### src/rtl/aes_pkg.sv
// Shared definitions for the AES round datapath: byte/column types and the
// ShiftRows row-offset tables for Nb = 4, 6 and 8.
package aes_pkg;

    typedef logic [7:0]  byte_t;
    typedef logic [31:0] col_t;

    // Entry [r] is the left-rotation offset of state row r.
    localparam logic [3:0][3:0] SHIFT_NB4 = {4'd3, 4'd2, 4'd1, 4'd0};
    localparam logic [3:0][3:0] SHIFT_NB6 = {4'd3, 4'd2, 4'd1, 4'd0};
    localparam logic [3:0][3:0] SHIFT_NB8 = {4'd4, 4'd3, 4'd1, 4'd0};

    function automatic int shift_off(input int nb, input int row);
        logic [1:0] r;
        logic [3:0] off;
        r = row[1:0];
        case (nb)
            8:       off = SHIFT_NB8[r];
            6:       off = SHIFT_NB6[r];
            default: off = SHIFT_NB4[r];
        endcase
        return int'(off);
    endfunction

endpackage

### src/rtl/aes_shiftrows_perm.sv
// Combinational ShiftRows / InvShiftRows byte routing for an Nb-column state.
// Byte s[r][c] lives at bits W-1-8*(4c+r) -: 8.
module aes_shiftrows_perm
    import aes_pkg::*;
#(
    parameter int NB = 4
) (
    input  logic              inv,
    input  logic [32*NB-1:0]  state_in,
    output logic [32*NB-1:0]  state_out
);

    localparam int W = 32 * NB;

    for (genvar c = 0; c < NB; c++) begin : g_col
        for (genvar r = 0; r < 4; r++) begin : g_row
            localparam int OFF     = shift_off(NB, r);
            localparam int SRC_FWD = (c + OFF) % NB;
            localparam int SRC_INV = (c - OFF + NB) % NB;

            byte_t fwd_b;
            byte_t inv_b;

            assign fwd_b = state_in[W-1-8*(4*SRC_FWD+r) -: 8];
            assign inv_b = state_in[W-1-8*(4*SRC_INV+r) -: 8];
            assign state_out[W-1-8*(4*c+r) -: 8] = inv ? inv_b : fwd_b;
        end
    end

endmodule

### src/rtl/aes_shiftrows_pipe.sv
// Pipelined, valid/ready ShiftRows/InvShiftRows unit with a sideband tag.
// Optional per-byte odd-parity carry and checking under AES_SR_PARITY_EN.
module aes_shiftrows_pipe
    import aes_pkg::*;
#(
    parameter int NB     = 4,
    parameter int STAGES = 2,
    parameter int TAG_W  = 4
) (
    input  logic               clk,
    input  logic               rst_n,
    input  logic               flush,
    input  logic               in_valid,
    output logic               in_ready,
    input  logic               in_inv,
    input  logic [TAG_W-1:0]   in_tag,
    input  logic [32*NB-1:0]   in_state,
    output logic               out_valid,
    input  logic               out_ready,
    output logic [TAG_W-1:0]   out_tag,
    output logic [32*NB-1:0]   out_state
`ifdef AES_SR_PARITY_EN
    ,
    input  logic [NB*4-1:0]    in_par,
    output logic [NB*4-1:0]    out_par,
    output logic               par_err
`endif
);

    localparam int W = 32 * NB;
`ifdef AES_SR_PARITY_EN
    localparam int SW = TAG_W + NB * 4;
`else
    localparam int SW = TAG_W;
`endif

    if (!(NB == 4 || NB == 6 || NB == 8)) begin : g_bad_nb
        $error("aes_shiftrows_pipe: NB must be 4, 6 or 8");
    end
    if (STAGES < 1 || STAGES > 4) begin : g_bad_stages
        $error("aes_shiftrows_pipe: STAGES must be 1..4");
    end

    logic [STAGES-1:0] valid_q, valid_d;
    logic [W-1:0]      state_q [STAGES];
    logic [W-1:0]      state_d [STAGES];
    logic [SW-1:0]     side_q  [STAGES];
    logic [SW-1:0]     side_d  [STAGES];

    logic [STAGES-1:0] src_valid;
    logic [W-1:0]      src_state [STAGES];
    logic [SW-1:0]     src_side  [STAGES];

    logic [STAGES-1:0] load;
    logic              full_tail;
    logic [W-1:0]      perm_state;
    logic [SW-1:0]     in_side;

    aes_shiftrows_perm #(.NB(NB)) u_perm (
        .inv       (in_inv),
        .state_in  (in_state),
        .state_out (perm_state)
    );

`ifdef AES_SR_PARITY_EN
    // Parity bits ride in the low bit of a byte lane so the same router permutes them.
    logic [W-1:0]    par_wide, par_wide_perm;
    logic [NB*4-1:0] par_perm;
    logic            par_bad;
    logic            par_err_q, par_err_d;

    for (genvar i = 0; i < NB * 4; i++) begin : g_par
        assign par_wide[W-1-8*i -: 8] = {7'd0, in_par[NB*4-1-i]};
        assign par_perm[NB*4-1-i]     = par_wide_perm[W-8-8*i];
    end

    aes_shiftrows_perm #(.NB(NB)) u_par_perm (
        .inv       (in_inv),
        .state_in  (par_wide),
        .state_out (par_wide_perm)
    );

    always_comb begin
        par_bad = 1'b0;
        for (int i = 0; i < NB * 4; i++) begin
            par_bad = par_bad | ~(^{in_state[W-1-8*i -: 8], in_par[NB*4-1-i]});
        end
    end

    assign in_side   = {par_perm, in_tag};
    assign par_err_d = flush ? 1'b0 : (par_err_q | (in_valid & in_ready & par_bad));

    always_ff @(posedge clk) begin
        if (!rst_n) par_err_q <= 1'b0;
        else        par_err_q <= par_err_d;
    end

    assign par_err = par_err_q;
    assign out_par = side_q[STAGES-1][SW-1:TAG_W];
`else
    assign in_side = in_tag;
`endif

    // A stage can load if it or any stage behind it toward the output is empty.
    always_comb begin
        full_tail = 1'b1;
        load      = '0;
        for (int k = STAGES - 1; k >= 0; k--) begin
            full_tail = full_tail & valid_q[k];
            load[k]   = out_ready | ~full_tail;
        end
    end

    assign in_ready = load[0] & ~flush;

    for (genvar k = 0; k < STAGES; k++) begin : g_src
        if (k == 0) begin : g_head
            assign src_valid[k] = in_valid & ~flush;
            assign src_state[k] = perm_state;
            assign src_side[k]  = in_side;
        end else begin : g_body
            assign src_valid[k] = valid_q[k-1];
            assign src_state[k] = state_q[k-1];
            assign src_side[k]  = side_q[k-1];
        end
    end

    always_comb begin
        valid_d = valid_q;
        state_d = state_q;
        side_d  = side_q;
        for (int k = 0; k < STAGES; k++) begin
            if (load[k]) begin
                valid_d[k] = src_valid[k];
                if (src_valid[k]) begin
                    state_d[k] = src_state[k];
                    side_d[k]  = src_side[k];
                end
            end
        end
        if (flush) valid_d = '0;
    end

    always_ff @(posedge clk) begin
        if (!rst_n) begin
            valid_q <= '0;
            for (int k = 0; k < STAGES; k++) begin
                state_q[k] <= '0;
                side_q[k]  <= '0;
            end
        end else begin
            valid_q <= valid_d;
            state_q <= state_d;
            side_q  <= side_d;
        end
    end

    assign out_valid = valid_q[STAGES-1];
    assign out_state = state_q[STAGES-1];
    assign out_tag   = side_q[STAGES-1][TAG_W-1:0];

endmodule
### config.mk
export PLATFORM = sky130hd
export DESIGN_NAME = aes_shiftrows_pipe
export DESIGN_NICKNAME = d
export VERILOG_FILES = /design/src/rtl/aes_pkg.sv /design/src/rtl/aes_shiftrows_perm.sv /design/src/rtl/aes_shiftrows_pipe.sv
export SDC_FILE = /design/constraint.sdc
export NUM_CORES = 1
export LEC_CHECK = 0
export ABC_AREA = 1
export BUFFER_PORTS_ARGS = -buffer_cell sky130_fd_sc_hd__buf_2
export CELL_PAD_IN_SITES_DETAIL_PLACEMENT = 1
export CELL_PAD_IN_SITES_GLOBAL_PLACEMENT = 2
export CORE_MARGIN = 4
export CORE_UTILIZATION = 28
export DETAILED_ROUTE_END_ITERATION = 8
export PLACE_DENSITY_LB_ADDON = 0.2
export SYNTH_ARGS = -nofsm -noshare
export SYNTH_HDL_FRONTEND = slang
export SYNTH_SLANG_ARGS = --single-unit
### constraint.sdc
create_clock -name clk -period 1.7 [get_ports clk]
set_clock_uncertainty 0.15 [all_clocks]
set_input_delay 0.425 -clock clk [delete_from_list [all_inputs] [get_ports clk]]
set_output_delay 0.425 -clock clk [all_outputs]
set_load 0.01 [all_outputs]
==> run summary, run 1 <==
status - complete, but fails checks
failing checks - negative setup slack
total die area - 42500 sq um
fin crit share - 100.1%
Pre-antenna DRT Iters - 4
share of post-route cells with drive strength above 1 - 18.91%
ant diodes - 0
Multi-input gate area - 4260 sq um
fin. max-slew vios - 0
max cap viols - 0
switching part of the total - 25.23%
routability congestion estimate - 0.7253
fmax - 587.8 MHz
worst setup path endpoint - in_ready
first-pass GRT wire length - 54550 microns
DRT iter0 DRCs - 303
maximum number of pins on one net before global-route repair - 65
routed vias/inst - 4.204
Hold Crit Class - primary input to flop
Syn-to-layout area delta - 34.41%
nets@finish - 2085
pre-CTS setup slack - -0.02418 ns
Die H - 206.1 microns
clock slew seen by the registers of the worst setup and hold paths - 0.05 ns
crit path DAT - 1.13 ns
CTS tree - yes
worst hold slack - 0.05183 ns
highest net fanout along the worst path - 2
Post-Syn Area - 10990 sq um
area leader, netlist - dfxtp_1
Placement Rows - 72
startpoint types - flop
antenna violations before repair - 1
Final Setup Violations - 1
CTS max path bufs - 3
RSZ-0062 raised after global routing - true
r2r startpoint - valid_q[0]
crit path kind - flop to output port
Clock Latency Late Sink - 0.52 ns
WHS Path Cells - 3
syn_area_per_cell - 6.740 sq um
Critical Path Max Stage Delay - 0.31 ns
crit path launch - valid_q[0]
vias in the first global route - 10520
core area - 38740 sq um
wire length per cell - 13.70 microns
commonest non-fill, non-tap cells in the layout - 529 x nor2_1, 329 x nand2_1, 269 x buf_2, 262 x dfxtp_1, 198 x inv_1
DR DRC count - 0
Initial Util - 28.38%
reg2reg path depth - 7
warnings from Yosys - 0
H-Tree Depth - 2
Boundary Pins - 272
Die Span X - 206.1 microns
Final Worst Setup Slack - -0.001221 ns
Critical Path, Cell by Cell - a31oi_1, buf_2
CTS Sinks - 266
Sequential Area - 5330 sq um
min Tclk post-route - 1.701 ns
synth top area cells - dfxtp_1 48%, nor2_1 18%, nand2_1 11%
vias - 10470
top cell type's share of synthesized area - 48.44%
Yosys reg bits - 266
Critical Path RT - 1.12 ns
power per cell area - 1065 nW/um^2
combinational share of power - 12.0%
DP Wirelength - 23210 microns
post-synth net total - 1769
Post-Syn Instances - 1631
worst-margin pin slew - 0.3007 ns
Filler cells - 5029
WL final - 34110 microns
Setup crit end kind - output port
Port Buffers - 271
Final Hold Viols - 0
Critical R2R Capture - src_state[10]
flop-to-flop setup slack - 0.15 ns
switching pwr - 3971 uW
Internal - 11770 uW
LEAKAGE - 0.007565 uW
Final ANT Viol Nets - 0
sequential-to-total area share from yosys stat - 48.44%
Clock Tree Root - clkbuf_16
total CTS buffers - 35
Flop pwr share - 43.2%
Max VDD drop - 0.0006662 V
Worst path slowest cell - dfxtp_2
Max-Slew Margin vs Limit - 79.95%
setup TNS - -0.001221 ns
Clk network pwr share - 44.8%
synth unique cells - 16
GRT overflow - 0
overall routing resource usage - 15.84%
commonest non-fill, non-tap cell in the layout - nor2_1
## registers in the layout, summed over array words and instances, names as in the netlist
register	flops
out_tag	4
side_q	4
valid_q	2
src_state	128
out_state	128
## power groups by stage
stage | Clock (uW) | Combinational (uW) | Sequential [uW]
2_1_floorplan | 0 | 1030 | 6960
3_3_place_gp | 0 | 1760 | 6920
3_5_place_dp | 0 | 1800 | 6930
4_1_cts | 7360 | 1940 | 6800
5_1_grt | 7640 | 2180 | 6840
6_report | 7050 | 1890 | 6800
## cell type report
class | instances | share of cell area, %
timing repair buffer | 383 | 18.13
sequential | 266 | 36.07
clock buffer | 58 | 7.342
clock inverter | 4 | 0.1355
multi-input combinational | 1061 | 28.83
inverter | 200 | 5.098
tap | 518 | 4.386
## worst min path at each step
stage / startpoint / to / slack, ns
floorplan: out_tag[3] / out_tag[3] / 0.31
global placement: out_state[90] / out_state[90] / 0.31
detailed placement: out_state[74] / out_state[74] / 0.32
CTS: in_valid / valid_q[0] / 0.007
global route: in_valid / valid_q[0] / 0.05
finish: in_valid / valid_q[0] / 0.05
## worst max-delay path: cells and delay by family (launching register included)
family          cells  cell delay (ns)
compound gates      1             0.15
buf+inv             1             0.15
flops               1             0.31
## through the flow
step                      total power, uW  area (sq um)  utilization, %  std cells
after floorplan                      7995         10990               -       1631
after global placement               8685         12980           33.50       2359
after detailed placement             8738         12980           33.50       2359
after CTS                           16100         14770           38.14       2490
after global routing                16660         14780           38.14       2490
final                               15740         14780           38.14       2490
## per-layer routing
metal  part of all wire (%)  vias to the layer above  global-route usage (%)
met2                     47                      173                   27.01
li1                       -                     5481                       -
met4                    1.9                        2                   4.587
met5                  0.035                        -                       0
met3                    6.0                       38                   4.378
met1                     45                     4775                   19.59
## synth_stat cells
cell type,n
dfxtp_1,266
clkbuf_1,24
nand2_1,329
inv_1,198
buf_6,26
a21oi_1,2
inv_2,2
nand2_2,2
o21ai_0,196
buf_1,14
a31oi_1,1
buf_2,26
buf_4,14
nor2_1,529
nand2_4,1
nand3_1,1
## logic make-up after synthesis
family / synth area share, %
simple gates: 29.56
compound gates: 9.071
buf+inv: 12.93
flops: 48.44
## repair_timing
action / 4_1_cts / 5_1_grt
buffers inserted: 1 / 0
hold buffers: 68 / 0
resized for setup: 3 / 1
hold endpoints to repair: 68 / 0
pin swaps: 1 / 0
endpoints found under the setup margin: 2 / 2
Power figures use the tool's default switching activity.
==> run 2, diff against run 1 <==
CORE_UTILIZATION = 29   (was 28)
SYNTH_HIERARCHICAL = 1   (was unset)
==> run 2 against run 1 <==
Net effect: the run still ends with negative setup slack left; sequential share of layout area decreased by 2.0 points; register-to-register slack got worse by 0.09 ns; critical path depth unchanged; clock power increased by 9.1%; sequential power about the same; first-iteration DRC count increased by 96%; sequential cell count unchanged; final cell count increased by 6.0%; synthesized cell count increased by 15%; global-route usage increased by 2.2 points; largest power group unchanged.
==> run summary, run 2 <==
status - complete, but fails checks
failing checks - negative setup slack
overall routing resource usage - 18.00% (+2.2 points)
most used flip-flop cell after synthesis - dfxtp_1
Max VDD drop - 0.0006168 V (-7.4%)
share of post-route cells with drive strength above 1 - 19.21% (+0.30 points)
HP Start - in_state[74]
Final Setup Violations - 2 (+1)
Placement Rows - 76 (+5.6%)
Hold Crit Class - primary input to flop
Post-synth EDFFs - 0 (unchanged)
Syn-to-layout area delta - 24.24%
Pre-antenna DRT Iters - 4 (unchanged)
final non-filler cell total - 2640 (+6.0%)
crit path kind - flop to output port
fmax - 569.1 MHz (-3.2%)
first-pass GRT wire length - 68170 microns (+25%)
Yosys reg bits - 266 (unchanged)
Final ANT Viol Nets - 0 (unchanged)
flop-to-flop setup slack - 0.06 ns (-0.09 ns)
Post-CTS Hold Buffers - 0 (-100%)
CTS tree - yes
vias - 12050 (+15%)
LEAKAGE - 0.007788 uW (+2.9%)
Boundary Pins - 272 (unchanged)
ys async rst share - 0% (unchanged)
GRT overflow - 0 (unchanged)
most frequent cells after synthesis - 458 x nand2_1, 397 x nor2_1, 266 x dfxtp_1, 135 x inv_1, 134 x a21oi_1
post-synth net total - 2008 (+14%)
routability congestion estimate - 0.7558 (+4.2%)
nets@finish - 2164 (+3.8%)
core area - 42980 sq um (+11%)
syn_area_per_cell - 6.741 sq um (about the same)
Initial Util - 29.33% (+0.95 points)
Final Worst Setup Slack - -0.05726 ns (-0.05604 ns)
synth top area cells - dfxtp_1 42%, nand2_1 14%, nor2_1 12%
fin crit share - 103.4% (+3.3 points)
CTS Sinks - 266 (unchanged)
DR DRC count - 0 (unchanged)
highest net fanout along the worst path - 3 (+1)
commonest non-fill, non-tap cells in the layout - 457 x nand2_1, 396 x nor2_1, 261 x dfxtp_1, 255 x buf_2, 135 x inv_1
WL final - 45120 microns (+32%)
WHS Path Cells - 5 (+2)
sequential-to-total area share from yosys stat - 42.24% (-6.2 points)
Final Hold Viols - 0 (unchanged)
CTS max path bufs - 3 (unchanged)
count leader, synth - nand2_1
fin. max-slew vios - 0 (unchanged)
RSZ-0062 raised after global routing - true
wire length per cell - 17.09 microns (+25%)
warnings from Yosys - 6 (+6)
power per cell area - 1059 nW/um^2 (-0.53%)
routed vias/inst - 4.565 (+8.6%)
Critical Path RT - 1.12 ns (about the same)
Post-Syn Instances - 1870 (+15%)
Die H - 216.5 microns (+5.0%)
DRT iter0 DRCs - 595 (+96%)
startpoint types - flop
top cell type's share of synthesized area - 42.24% (-6.2 points)
antenna violations before repair - 11 (+10)
vias in the first global route - 12240 (+16%)
Die Span X - 216.5 microns (+5.0%)
total die area - 46870 sq um (+10%)
worst hold slack - 0.05826 ns (+0.006429 ns)
commonest non-fill, non-tap cell in the layout - nand2_1
Max-Slew Margin vs Limit - 74.04% (-5.9 points)
clock slew seen by the registers of the worst setup and hold paths - 0.06 ns (about the same)
dpl cells - 2564 (+8.7%)
share of the core filled with cells - 36.44% (-1.7 points)
Port Buffers - 271 (unchanged)
Clock Tree Root - clkbuf_16
reg2reg path depth - 7 (unchanged)
r2r startpoint - valid_q[0]
max cap viols - 0 (unchanged)
maximum number of pins on one net before global-route repair - 147 (+130%)
synth unique cells - 15 (-1)
Critical R2R Capture - out_state[92]
Setup crit end kind - output port
Post-Syn Area - 12610 sq um (+15%)
Clock Latency Late Sink - 0.53 ns (about the same)
min Tclk post-route - 1.757 ns (+0.05604 ns)
crit path DAT - 1.18 ns (+0.05 ns)
DP Wirelength - 29570 microns (+27%)
worst-margin pin slew - 0.3894 ns (+0.08866 ns)
setup TNS - -0.07922 ns (-0.07800 ns)
Min-Delay Endpoint - src_state[10]
H-Tree Depth - 2 (unchanged)
total CTS buffers - 35 (unchanged)
area leader, netlist - dfxtp_1
run 2: where the power goes:
part | internal [uW] | total, uW | leakage [uW] | switching [uW]
combinational | 891 | 2110 | 0.00501 | 1220
sequential | 6610 | 6790 | 0.00219 | 183
clock | 4820 | 7690 | 0.000587 | 2870
total | 12300 | 16600 | 0.00779 | 4270
run 2: through the flow:
step / instance area (sq um) / worst slack (ns) / power, uW
2_1_floorplan: 12610 / 0.07756 / 8277
3_3_place_gp: 14250 / -0.1134 / 8983
3_5_place_dp: 14250 / -0.1546 / 9028
4_1_cts: 15490 / -0.1064 / 16870
5_1_grt: 15660 / -0.1055 / 17480
6_report: 15660 / -0.05726 / 16590
run 2: logic make-up after synthesis:
kind of cell,after synthesis,share of synthesized area (%)
and+or+nand+nor,1120,38.60
buffers and inverters,348,13.72
DFF,266,42.24
AOI/OAI and AO/OA,136,5.439
run 2: routing by layer:
metal / up-vias / part of all wire [%] / wire length [microns] / GRT usage (%)
met5: - / 0.26 / 119 / 0
met4: 16 / 1.7 / 774 / 3.883
met3: 60 / 6.5 / 2939 / 6.113
met2: 207 / 46 / 20860 / 30.14
met1: 5722 / 45 / 20420 / 22.60
li1: 6046 / - / - / -
run 2: how the worst max path moves through the flow:
stage / to / from
final: in_ready / valid_q[1]
after global routing: in_ready / valid_q[1]
after CTS: in_ready / valid_q[0]
after detailed placement: src_state[42] / out_ready
after global placement: src_state[101] / out_ready
after floorplan: in_ready / valid_q[0]
run 2: critical path: stages, from the launching register on:
cell,delay [ns]
dfxtp_4,0.36
a31oi_4,0.18
buf_6,0.12
run 2: area by class of cell:
cell class / count / area (sq um)
fillers: 5459 / 27320
clock buffers: 56 / 1087
diodes: 4 / 10.01
inverters: 137 / 514.2
multi-input cells: 1256 / 5602
flip-flops and latches: 266 / 5336
repair buffers: 330 / 2275
clock inverters: 6 / 105.1
well taps: 585 / 732.0
run 2: timing repair:
item                                    4_1_cts  5_1_grt
pin swaps                                     1        0
endpoints found under the hold margin         0        0
endpoints found under the setup margin        8      168
buffers inserted                              3        3
cloned                                        0        4
resized for setup                            12       25
==> run 3, diff against run 2 <==
REMOVE_ABC_BUFFERS = 1   (was unset)
==> run 3 against run 2 <==
Net effect: the flow still finishes with violations (negative setup slack); utilization about the same; clock-buffer cell count decreased by 4; worst setup slack improved by 0.015 ns; global-route usage decreased by 1.2 points; clock power decreased by 6.0%; via count decreased by 1.6%; sequential cell count unchanged; non-clock buffer count increased by 4; routed wire length decreased by 10%; combinational power decreased by 4%.
==> run summary, run 3 (synthesis results as in run 2) <==
Critical Path Max Stage Delay - 0.35 ns (about the same)
nets@finish - 2167 (+0.14%)
Boundary Pins - 272 (unchanged)
Port Buffers - 271 (unchanged)
first-pass GRT wire length - 64520 microns (-5.3%)
GRT overflow - 0 (unchanged)
Pre-antenna DRT Iters - 4 (unchanged)
RSZ-0062 raised after global routing - true
commonest non-fill, non-tap cell in the layout - nand2_1
CTS Sinks - 266 (unchanged)
buffer and inverter count on the worst path - 1 (unchanged)
vias in the first global route - 12160 (-0.61%)
Placement Rows - 76 (unchanged)
Max VDD drop - 0.0006397 V (+3.7%)
Max-Slew Margin vs Limit - 71.79% (-2.3 points)
DP Wirelength - 26800 microns (-9.4%)
worst-margin pin slew - 0.4232 ns (+0.03378 ns)
Min-Delay Endpoint - valid_q[0]
Power Total - 16070 uW (-3.2%)
total die area - 46870 sq um (unchanged)
r2r startpoint - valid_q[1]
reg2reg path depth - 7 (unchanged)
overall routing resource usage - 16.76% (-1.2 points)
pre-CTS setup slack - -0.02749 ns (+0.1271 ns)
crit path kind - flop to output port
routed vias/inst - 4.491 (-1.6%)
DRT iter0 DRCs - 478 (-20%)
post-route design area - 15640 sq um (-0.11%)
startpoint types - flop
Final Hold Viols - 0 (unchanged)
power per cell area - 1027 nW/um^2 (-3.1%)
Die Span X - 216.5 microns (unchanged)
HP Start - in_valid
Setup crit end kind - output port
fin crit share - 102.5% (-0.91 points)
fmax - 574.1 MHz (+0.89%)
Critical R2R Capture - out_state[65]
crit path DAT - 1.17 ns (about the same)
Critical Path, Cell by Cell - a31oi_4, buf_6
total CTS buffers - 34 (-2.9%)
Die H - 216.5 microns (unchanged)
CTS tree - yes
setup TNS - -0.04185 ns (+0.03737 ns)
Post-CTS Hold Buffers - 0 (unchanged)
WHS Path Cells - 3 (-2)
fin. max-slew vios - 0 (unchanged)
Post-DP Area - 14410 sq um (+1.1%)
Hold Crit Class - primary input to flop
Syn-to-layout area delta - 24.10%
final non-filler cell total - 2639 (-0.038%)
LEAKAGE - 0.007798 uW (+0.13%)
highest net fanout along the worst path - 2 (-1)
commonest non-fill, non-tap cells in the layout - 457 x nand2_1, 391 x nor2_1, 268 x buf_2, 257 x dfxtp_1, 135 x inv_1
Filler cells - 5476 (+0.31%)
Critical Path RT - 1.12 ns (about the same)
status - complete, but fails checks
max cap viols - 0 (unchanged)
Clock Tree Root - clkbuf_16
Top Family by Delay on Critical Path - flip-flops
core area - 42980 sq um (unchanged)
failing checks - negative setup slack
WL final - 40620 microns (-10%)
CTS max path bufs - 3 (unchanged)
Final Setup Violations - 1 (-1)
antenna violations before repair - 4 (-7)
Final ANT Viol Nets - 0 (unchanged)
maximum number of pins on one net before global-route repair - 73 (-50%)
Worst path slowest cell - dfxtp_4
wire length per cell - 15.39 microns (-9.9%)
min Tclk post-route - 1.742 ns (-0.01542 ns)
share of post-route cells with drive strength above 1 - 19.74% (+0.53 points)
clock slew seen by the registers of the worst setup and hold paths - 0.06 ns (about the same)
Initial Util - 29.33% (unchanged)
Clock Latency Late Sink - 0.53 ns (about the same)
flop-to-flop setup slack - 0.06 ns (about the same)
Final Worst Setup Slack - -0.04185 ns (+0.01542 ns)
dpl cells - 2572 (+0.31%)
routability congestion estimate - 0.7342 (-2.9%)
H-Tree Depth - 2 (unchanged)
DR DRC count - 0 (unchanged)
vias - 11850 (-1.6%)
-- run 3: changes by cell type in the layout (fill, tap and decap cells not counted), sizes merged --
cell      before  now
bufinv         3    2
buf          326  332
clkinvlp       0    1
diode          4    2
inv          137  138
clkbuf        60   54
-- run 3: through the flow --
| stage | hold slack, ns | util (%) |
|---|---|---|
| finish | 0.05330 | 36.40 |
| global route | 0.03545 | 36.40 |
| CTS | 0.01946 | 36.19 |
| detailed placement | 0.3101 | 33.51 |
| global placement | 0.3011 | 33.51 |
| floorplan | 0.2926 | - |
-- run 3: worst register-to-register path: cells and delay by family, from the launching register on --
kind	cells	cell delay (ns)
and+or+nand+nor	2	0.15
DFF	1	0.36
AOI/OAI and AO/OA	1	0.28
buffers and inverters	4	0.64
-- run 3: power by group --
group,internal (uW),switching [uW]
Combinational,877,1150
Sequential,6610,194
Clock,4430,2800
-- run 3: layer usage --
metal	part of all wire (%)	GRT usage (%)
met5	0.066	0
met4	2.0	4.203
met3	4.8	3.870
met2	45	27.33
met1	48	22.53
-- run 3: how the worst max path moves through the flow --
stage                    start       endpoint  cells past startpoint
floorplan           valid_q[0]      side_q[4]                      3
global placement         flush  src_state[30]                      7
detailed placement       flush   src_state[9]                      7
CTS                 valid_q[1]       in_ready                      2
global route        valid_q[0]       in_ready                      2
finish              valid_q[0]       in_ready                      2
-- run 3: timing repair --
| action | 4_1_cts | 5_1_grt |
|---|---|---|
| resized for setup | 7 | 12 |
| pin swaps | 1 | 23 |
| buffers inserted | 3 | 2 |
| setup endpoints to repair | 6 | 39 |
| gates cloned | 0 | 1 |
-- run 3: final cells by class --
| type | count | area [sq um] | share of cell area [%] |
|---|---|---|---|
| Multi-Input combinational cell | 1256 | 5614 | 35.89 |
| Sequential cell | 266 | 5341 | 34.14 |
| Timing Repair Buffer | 334 | 2326 | 14.87 |
| Clock buffer | 52 | 1020 | 6.518 |
| Tap cell | 585 | 732.0 | 4.679 |
| Inverter | 137 | 514.2 | 3.287 |
| Clock inverter | 7 | 91.34 | 0.5839 |
| Antenna cell | 2 | 5.005 | 0.03199 |
